[config.mk]
export PLATFORM = sky130hd
export DESIGN_NAME = pc_sequencer
export DESIGN_NICKNAME = d
export VERILOG_FILES = /design/src/rtl/riscv_pkg.sv /design/src/rtl/npc_target_calc.sv /design/src/rtl/pc_sequencer.sv
export SDC_FILE = /design/constraint.sdc
export NUM_CORES = 1
export LEC_CHECK = 0
export ABC_AREA = 1
export BUFFER_PORTS_ARGS = -buffer_cell sky130_fd_sc_hd__buf_2
export CAP_MARGIN = 20
export CORE_UTILIZATION = 30
export DETAILED_ROUTE_END_ITERATION = 12
export PLACE_DENSITY = 0.63
export SYNTH_ARGS = -nofsm -noshare
export SYNTH_HDL_FRONTEND = slang
export SYNTH_SLANG_ARGS = --single-unit
[constraint.sdc]
create_clock -name clk -period 2 [get_ports clk]
set_input_delay 0.3 -clock clk [delete_from_list [all_inputs] [get_ports clk]]
set_output_delay 0.3 -clock clk [all_outputs]
set_load 0.05 [all_outputs]
[src/rtl/riscv_pkg.sv]
// Shared RISC-V front-end definitions: opcodes, PC sequencer state encoding
// and the default reset vector.
package riscv_pkg;

  localparam logic [6:0]  OPC_JAL              = 7'b1101111;
  localparam logic [6:0]  OPC_JALR             = 7'b1100111;
  localparam logic [6:0]  OPC_BRANCH           = 7'b1100011;
  localparam logic [31:0] RESET_VECTOR_DEFAULT = 32'h0040_0000;

  typedef enum logic [1:0] {
    S_BOOT,
    S_RUN,
    S_HALT
  } pc_state_t;

  // JALR drops bit 0 of the computed address; the add wraps modulo 2^32.
  function automatic logic [31:0] jalr_target(input logic [31:0] base,
                                              input logic [31:0] offset);
    return (base + offset) & ~32'h1;
  endfunction

endpackage

[src/rtl/npc_target_calc.sv]
// Combinational jump/branch target computation for the PC sequencer,
// with a flag for targets that are not on a 4-byte boundary.
module npc_target_calc
  import riscv_pkg::*;
(
  input  logic [31:0] i_pc,
  input  logic [6:0]  i_opcode,
  input  logic [31:0] i_imm,
  input  logic [31:0] i_rs1Data,
  output logic [31:0] o_target,
  output logic        o_misaligned
);

  logic [31:0] w_target;

  // JALR is register-relative; every other taken transfer is PC-relative.
  always_comb begin
    w_target = i_pc + i_imm;
    if (i_opcode == OPC_JALR) begin
      w_target = jalr_target(i_rs1Data, i_imm);
    end
  end

  assign o_target     = w_target;
  assign o_misaligned = w_target[1];

endmodule

[src/rtl/pc_sequencer.sv]
// Program-counter register and next-PC FSM (BOOT/RUN/HALT).
// Optional statistics counters are built when PC_BRANCH_STATS_EN is defined.
module pc_sequencer
  import riscv_pkg::*;
#(
  parameter logic [31:0] RESET_VECTOR = RESET_VECTOR_DEFAULT,
  parameter int          CNT_WIDTH    = 32
) (
  input  logic                 clk,
  input  logic                 reset,
  input  logic                 branch_flag_i,
  input  logic [6:0]           opcode_i,
  input  logic [31:0]          imm_i,
  input  logic [31:0]          rs1_data_i,
  input  logic                 stall_i,
  input  logic                 restart_i,
  output logic [31:0]          pc_o,
  output logic [31:0]          pc_plus4_o,
  output logic                 fetch_valid_o,
  output logic                 misalign_o,
  output logic [31:0]          bad_addr_o,
  output logic [CNT_WIDTH-1:0] taken_cnt_o,
  output logic [CNT_WIDTH-1:0] instr_cnt_o
);

  pc_state_t   r_state;
  pc_state_t   w_stateNext;
  logic [31:0] r_pc;
  logic [31:0] w_pcNext;
  logic [31:0] w_pcPlus4;
  logic        r_misalign;
  logic        w_misalignNext;
  logic [31:0] r_badAddr;
  logic [31:0] w_badAddrNext;
  logic        w_fetchValid;
  logic [31:0] w_target;
  logic        w_targetMisaligned;

  assign w_pcPlus4 = r_pc + 32'd4;

  npc_target_calc u_targetCalc (
    .i_pc         (r_pc),
    .i_opcode     (opcode_i),
    .i_imm        (imm_i),
    .i_rs1Data    (rs1_data_i),
    .o_target     (w_target),
    .o_misaligned (w_targetMisaligned)
  );

  always_ff @(posedge clk or posedge reset) begin
    if (reset) begin
      r_state    <= S_BOOT;
      r_pc       <= RESET_VECTOR;
      r_misalign <= 1'b0;
      r_badAddr  <= 32'h0;
    end else begin
      r_state    <= w_stateNext;
      r_pc       <= w_pcNext;
      r_misalign <= w_misalignNext;
      r_badAddr  <= w_badAddrNext;
    end
  end

  always_comb begin
    w_stateNext    = r_state;
    w_pcNext       = r_pc;
    w_misalignNext = r_misalign;
    w_badAddrNext  = r_badAddr;
    w_fetchValid   = 1'b0;
    case (r_state)
      S_BOOT: begin
        w_stateNext = S_RUN;
      end
      S_RUN: begin
        w_fetchValid = 1'b1;
        if (!stall_i) begin
          // A bad taken target freezes the PC on the faulting instruction.
          if (branch_flag_i && w_targetMisaligned) begin
            w_stateNext    = S_HALT;
            w_misalignNext = 1'b1;
            w_badAddrNext  = w_target;
          end else begin
            w_pcNext = branch_flag_i ? w_target : w_pcPlus4;
          end
        end
      end
      S_HALT: begin
        if (restart_i) begin
          w_stateNext    = S_BOOT;
          w_pcNext       = RESET_VECTOR;
          w_misalignNext = 1'b0;
        end
      end
      default: begin
        w_stateNext = S_BOOT;
      end
    endcase
  end

  assign pc_o          = r_pc;
  assign pc_plus4_o    = w_pcPlus4;
  assign fetch_valid_o = w_fetchValid;
  assign misalign_o    = r_misalign;
  assign bad_addr_o    = r_badAddr;

`ifdef PC_BRANCH_STATS_EN
  logic                 w_advance;
  logic [CNT_WIDTH-1:0] r_instrCnt;
  logic [CNT_WIDTH-1:0] r_takenCnt;

  assign w_advance = (r_state == S_RUN) && !stall_i &&
                     !(branch_flag_i && w_targetMisaligned);

  // Both counters saturate rather than wrap.
  always_ff @(posedge clk or posedge reset) begin
    if (reset) begin
      r_instrCnt <= '0;
      r_takenCnt <= '0;
    end else if (w_advance) begin
      if (r_instrCnt != '1) begin
        r_instrCnt <= r_instrCnt + 1'b1;
      end
      if (branch_flag_i && (r_takenCnt != '1)) begin
        r_takenCnt <= r_takenCnt + 1'b1;
      end
    end
  end

  assign instr_cnt_o = r_instrCnt;
  assign taken_cnt_o = r_takenCnt;
`else
  assign instr_cnt_o = '0;
  assign taken_cnt_o = '0;
`endif

endmodule
Word level (Yosys, flattened, before mapping)
Index checks and enable logic that the tools add are counted.
W data, S select, Z words.
- reductions and logical operators: 7
- mux-type cells: 15
- bitwise gates (word level): 1
- equality and inequality tests: 7
- $add $sub $neg: 3
- operator list (kind ; number):
    $mux W32 ; 5
    $add A32 B32 Y32 ; 2
    $pmux W32 S2 ; 1
    $add A32 B3 Y32 const B ; 1
    $ne A2 B2 Y1 const B ; 4
    $reduce_and A4 Y1 ; 2
    $eq A7 B7 Y1 const B ; 1
    $mux W2 ; 3
    $pmux W2 S3 ; 1
    $reduce_and A3 Y1 ; 2
    $mux W1 ; 4
    $eq A2 B1 Y1 const B ; 1
    $eq A2 B2 Y1 const B ; 1
    $logic_not A2 Y1 ; 1
    $pmux W1 S2 ; 1
    $reduce_bool A2 Y1 ; 1
    $logic_and A1 B1 Y1 ; 1
    $not A1 Y1 ; 1
- register bits: 67
- output and inout bits: 162

Logic depth before layout (Yosys ltp)
- depth after elaboration: 6
- depth in mapped cells: 17
- gate-level depth less buffers: 17

Hierarchy
A second synthesis with hierarchy kept.
- cells, all modules: 1654
- area total of the unflattened synthesis: 9342.7 sq um
- by module, submodules not included (module ; times used ; area an instance (sq um) ; seq. area each (sq um) ; cells an instance):
    npc_target_calc ; 1 ; 5067.4 ; 0.0 ; 1081
    pc_sequencer ; 1 ; 4275.4 ; 1677.9 ; 573

Worst setup path after synthesis
OpenSTA, ideal clock, no wires.
- path type: flip-flop to flip-flop
- start point: reg r_pc[2], in the netlist pc_o[2]
- end point: reg r_pc[20], in the netlist pc_o[20]
- slack: -717 ps
- arrival time: 2650 ps
- library setup time: 66 ps
- cell stages (with the launch flop): 13
- period minus slack after synthesis: 2717 ps
- data required time: 1934 ps
- cells stage by stage: dfrtp_1 > ha_1 > nand2_1 > nor2_1 > nand2_1 > inv_1 > nand3_1 > nor2_1 > xor2_1 > nor2_1 > nor2_1 > nand2_1 > nand2_1
- elaborated cells on any way between the ends: 7
- those cells by class: 2 x add/sub; 5 x mux
- RTL lines (element ; RTL line ; RTL):
    from (decl) ; pc_sequencer.sv:28 ; logic [31:0] r_pc;
    from (signal assigned) ; pc_sequencer.sv:58 ; r_pc <= w_pcNext;
    $add A32 B3 Y32 ; pc_sequencer.sv:39 ; assign w_pcPlus4 = r_pc + 32'd4;
    net pc_plus4_o[20] ; pc_sequencer.sv:18 ; output logic [31:0] pc_plus4_o,
    $mux W32 ; pc_sequencer.sv:83 ; w_pcNext = branch_flag_i ? w_target : w_pcPlus4;
    $mux W32 ; pc_sequencer.sv:78 ; if (branch_flag_i && w_targetMisaligned) begin
    $mux W32 ; pc_sequencer.sv:76 ; if (!stall_i) begin
    $pmux W32 S2 ; pc_sequencer.sv:70 ; case (r_state)
The timed path passes the listed nets, and every way through them passes these cells. The select of a mux whose other input is x is not followed.
A chain may end at the register's enable or synchronous reset.

Worst setup path in the final report
- start point: reg r_pc[19], in the netlist pc_o[19]
- end point: out pc_plus4_o[31]
- longest elaborated chain between the ends: 1
- ends and longest elaborated chain (element ; RTL line):
    $add A32 B3 Y32 ; pc_sequencer.sv:39
    to (decl) ; pc_sequencer.sv:18
No other way between the ends.

==> flow_summary.toml <==
[outcome]
outcome = "finished with violations"
violations = "hold timing, setup timing"

[final_layout]
stdcell_area_um2 = 15800
fillers = 2887
synthToLayoutAreaGrowth_pct = 71.2
layout-drive-gt1-share = 0.438
seq_area_um2 = 1720
fin_nets = 2231
n_antenna_cell = 0
final_common_cell = "nand2_1"
final_cell_mix = "nand2_1, inv_1, buf_4, buf_2, nor2_1"
multi_input_area_um2 = 8400

[power]
p_int_uw = 9720
swShare = 0.541
power_density_nw_per_um2 = 1340
irDropWorstVdd_mv = 0.806
power_switching_uw = 11400
leakagePower_uw = 0.00896
seqPwrFrac = 0.126
p_clk_frac = 0.088
comb_power_share = 0.785

[floorplanning]
io_pins = 238
die_w_um = 177
dieArea_um2 = 31500
die_h_um = 177
start_util = 0.308
rows = 63
core-area_um2 = 30000

[timing]
slew_violations = 0
whs_ns = -0.00306
finalSetupViolations = 87
worst_slack_ns = -0.385
fmax_mhz = 419
post-route-period-util = 1.19
min_period_ns = 2.39
tightestPinTransition_ns = 0.557
fin_tns_setup_ns = -16.10
maxSlewHeadroom = 0.629
rsz0062_at_grt = "true"
finalClockSkew_ns = 0.0129
timing_hold_violations_final = 12

[clock_tree]
hold_buffers = 0
h-tree-depth = 3
cts_max_path_buffers = 2
cts-root-buf = "clkbuf_16"
clk_pin_slew_worst_paths_ns = 0.06
cts_tree = "yes"
cts.sinks = 67
insertion_delay_ns = 0.35
numCtsBuffers = 9

[synth]
ys_seq_elements = 67
netlist.area_leader.share = 0.266
synth_edf_count = 0
synthTopCellsByArea = "nand2_1, dfrtp_1, inv_1"
syn_area_per_cell_um2 = 5.63
ys_async_sr_fraction = 1.00
yosysTopAreaCell = "nand2_1"
yosysSeqAreaShare = 0.182
syn_inst = 1638
yosysWarnings = 0
synth_ff_type = "dfrtp_1"
synth_cell_types = 45
syn_area_um2 = 9230

[setup_path]
path_max_fanout = 5
timing.rr.end = "pc_o[9]"
r2r_start = "pc_o[4]"
required_ns = 1.70
cp-startpoint = "pc_o[19]"
r2r_cells = 15
crit_arrival_ns = 2.09
r2r_slack_ns = -0.37
critPathKind = "flop to primary output"
cp-end-kind = "primary output"
start_kind = "flop"

[job]
cap_violations = 0

[detailed_routing]
dr.pass1.iters = 6
num_vias = 11600
vias_per_cell = 4.69
wire_per_inst_um = 15.7
drtIter0Drc = 825
drt-total-wl_mm = 38.9
drc = 0
ant_nets = 0

[global_route]
grt_pass1_wl_mm = 57.5
grt_pass1_vias = 10900
grt_antenna_before_repair = 0
globalRouteOverflowTotal = 0
grt_max_degree = 49
track_usage = 0.238

[placed_design]
dpl_cell_area_um2 = 12300
place.gp.congestion = 0.910
detailed_place_hpwl_mm = 29.5
io_buffers = 173

[min_path]
hold_path.class = "primary input to async pin"
-- synthesized netlist by cell type, types with 3 or more instances --
cell type / instances
and2_1: 5
nor3_1: 18
buf_4: 66
buf_2: 9
nand2_1: 653
inv_2: 3
a21oi_1: 53
nand3b_1: 4
dfrtp_1: 66
xor2_1: 19
o21a_1: 4
o21bai_1: 3
nor2_4: 5
nand4_1: 9
xnor2_1: 15
o21ai_1: 7
nand2_2: 5
nor2_1: 143
mux2i_1: 4
or2_2: 4
o21ai_0: 55
clkbuf_1: 10
ha_1: 65
buf_6: 3
nand3_1: 101
a21oi_2: 5
inv_1: 281
-- metal layers --
metal | wire length (µm) | vias to the layer above | track usage
li1 | - | 5793 | -
met1 | 16200 | 5355 | 0.302
met2 | 19100 | 415 | 0.412
met3 | 2070 | 80 | 0.0276
met4 | 1520 | 0 | 0.0848
met5 | 0 | - | 0
-- flip-flops by register name, indices dropped and copies added (netlist names) --
signal and cells:
bad_addr_o 32, misalign_o 1, r_state 2, pc_o 32
-- stage by stage --
stage	setup WS (ns)	cells	utilization	power, µW
2_1_floorplan	-0.123	1701	-	10600
3_3_place_gp	-0.315	2384	0.409	14500
3_5_place_dp	-0.305	2384	0.409	14700
4_1_cts	-0.338	2455	0.490	19300
5_1_grt	-0.471	2483	0.527	22300
6_report	-0.385	2483	0.527	21200
-- critical path, stage by stage, from the launching register on --
cell and delay, ns:
dfrtp_2 0.43, nand2_1 0.14, buf_4 0.17, nor2_2 0.12, nand2_2 0.08, nor2_4 0.15, nand3b_4 0.14, nor2_4 0.15
xor2_4 0.17, buf_6 0.18
-- kinds of logic after synthesis --
| group | count (synthesis) | share of synthesized area |
|---|---|---|
| xor gates and xnor gates | 34 | 0.0323 |
| buffers and inverters | 372 | 0.182 |
| muxes | 4 | 0.00434 |
| AOI/OAI and AO/OA | 133 | 0.0781 |
| and+or+nand+nor | 960 | 0.429 |
| DFF | 67 | 0.182 |
| other | 1 | 0.000406 |
| adders and majority gates | 67 | 0.0925 |
-- power by group through the flow --
stage	clock network, µW	registers, µW	logic (µW)
finish	1870	2670	16600
global route	1940	2710	17700
CTS	1880	2640	14800
detailed placement	0	2610	12100
global placement	0	2610	11900
floorplan	0	4460	6110
-- how the worst max path moves through the flow --
stage / to / slack [ns] / cells after the start
2_1_floorplan: pc_o[20] / -0.12 / 12
3_3_place_gp: pc_o[20] / -0.31 / 16
3_5_place_dp: pc_o[20] / -0.31 / 16
4_1_cts: pc_plus4_o[29] / -0.34 / 8
5_1_grt: pc_plus4_o[31] / -0.47 / 9
6_report: pc_plus4_o[31] / -0.39 / 9
-- layout make-up --
cell class                      instances  share of cell area
Clock buffer                           10              0.0145
Clock inverter                          6             0.00721
Inverter                              284              0.0709
Multi-Input combinational cell       1262               0.532
Sequential cell                        67               0.109
Tap cell                              390              0.0309
Timing Repair Buffer                  464               0.236
-- timing repair --
| action | 4_1_cts | 5_1_grt |
|---|---|---|
| resized for setup | 387 | 250 |
| buffers inserted | 53 | 36 |
| pin swaps | 111 | 165 |
| setup endpoints to repair | 86 | 91 |
| gates cloned | 7 | 0 |
Note: power is estimated with default switching activity, not from simulation.
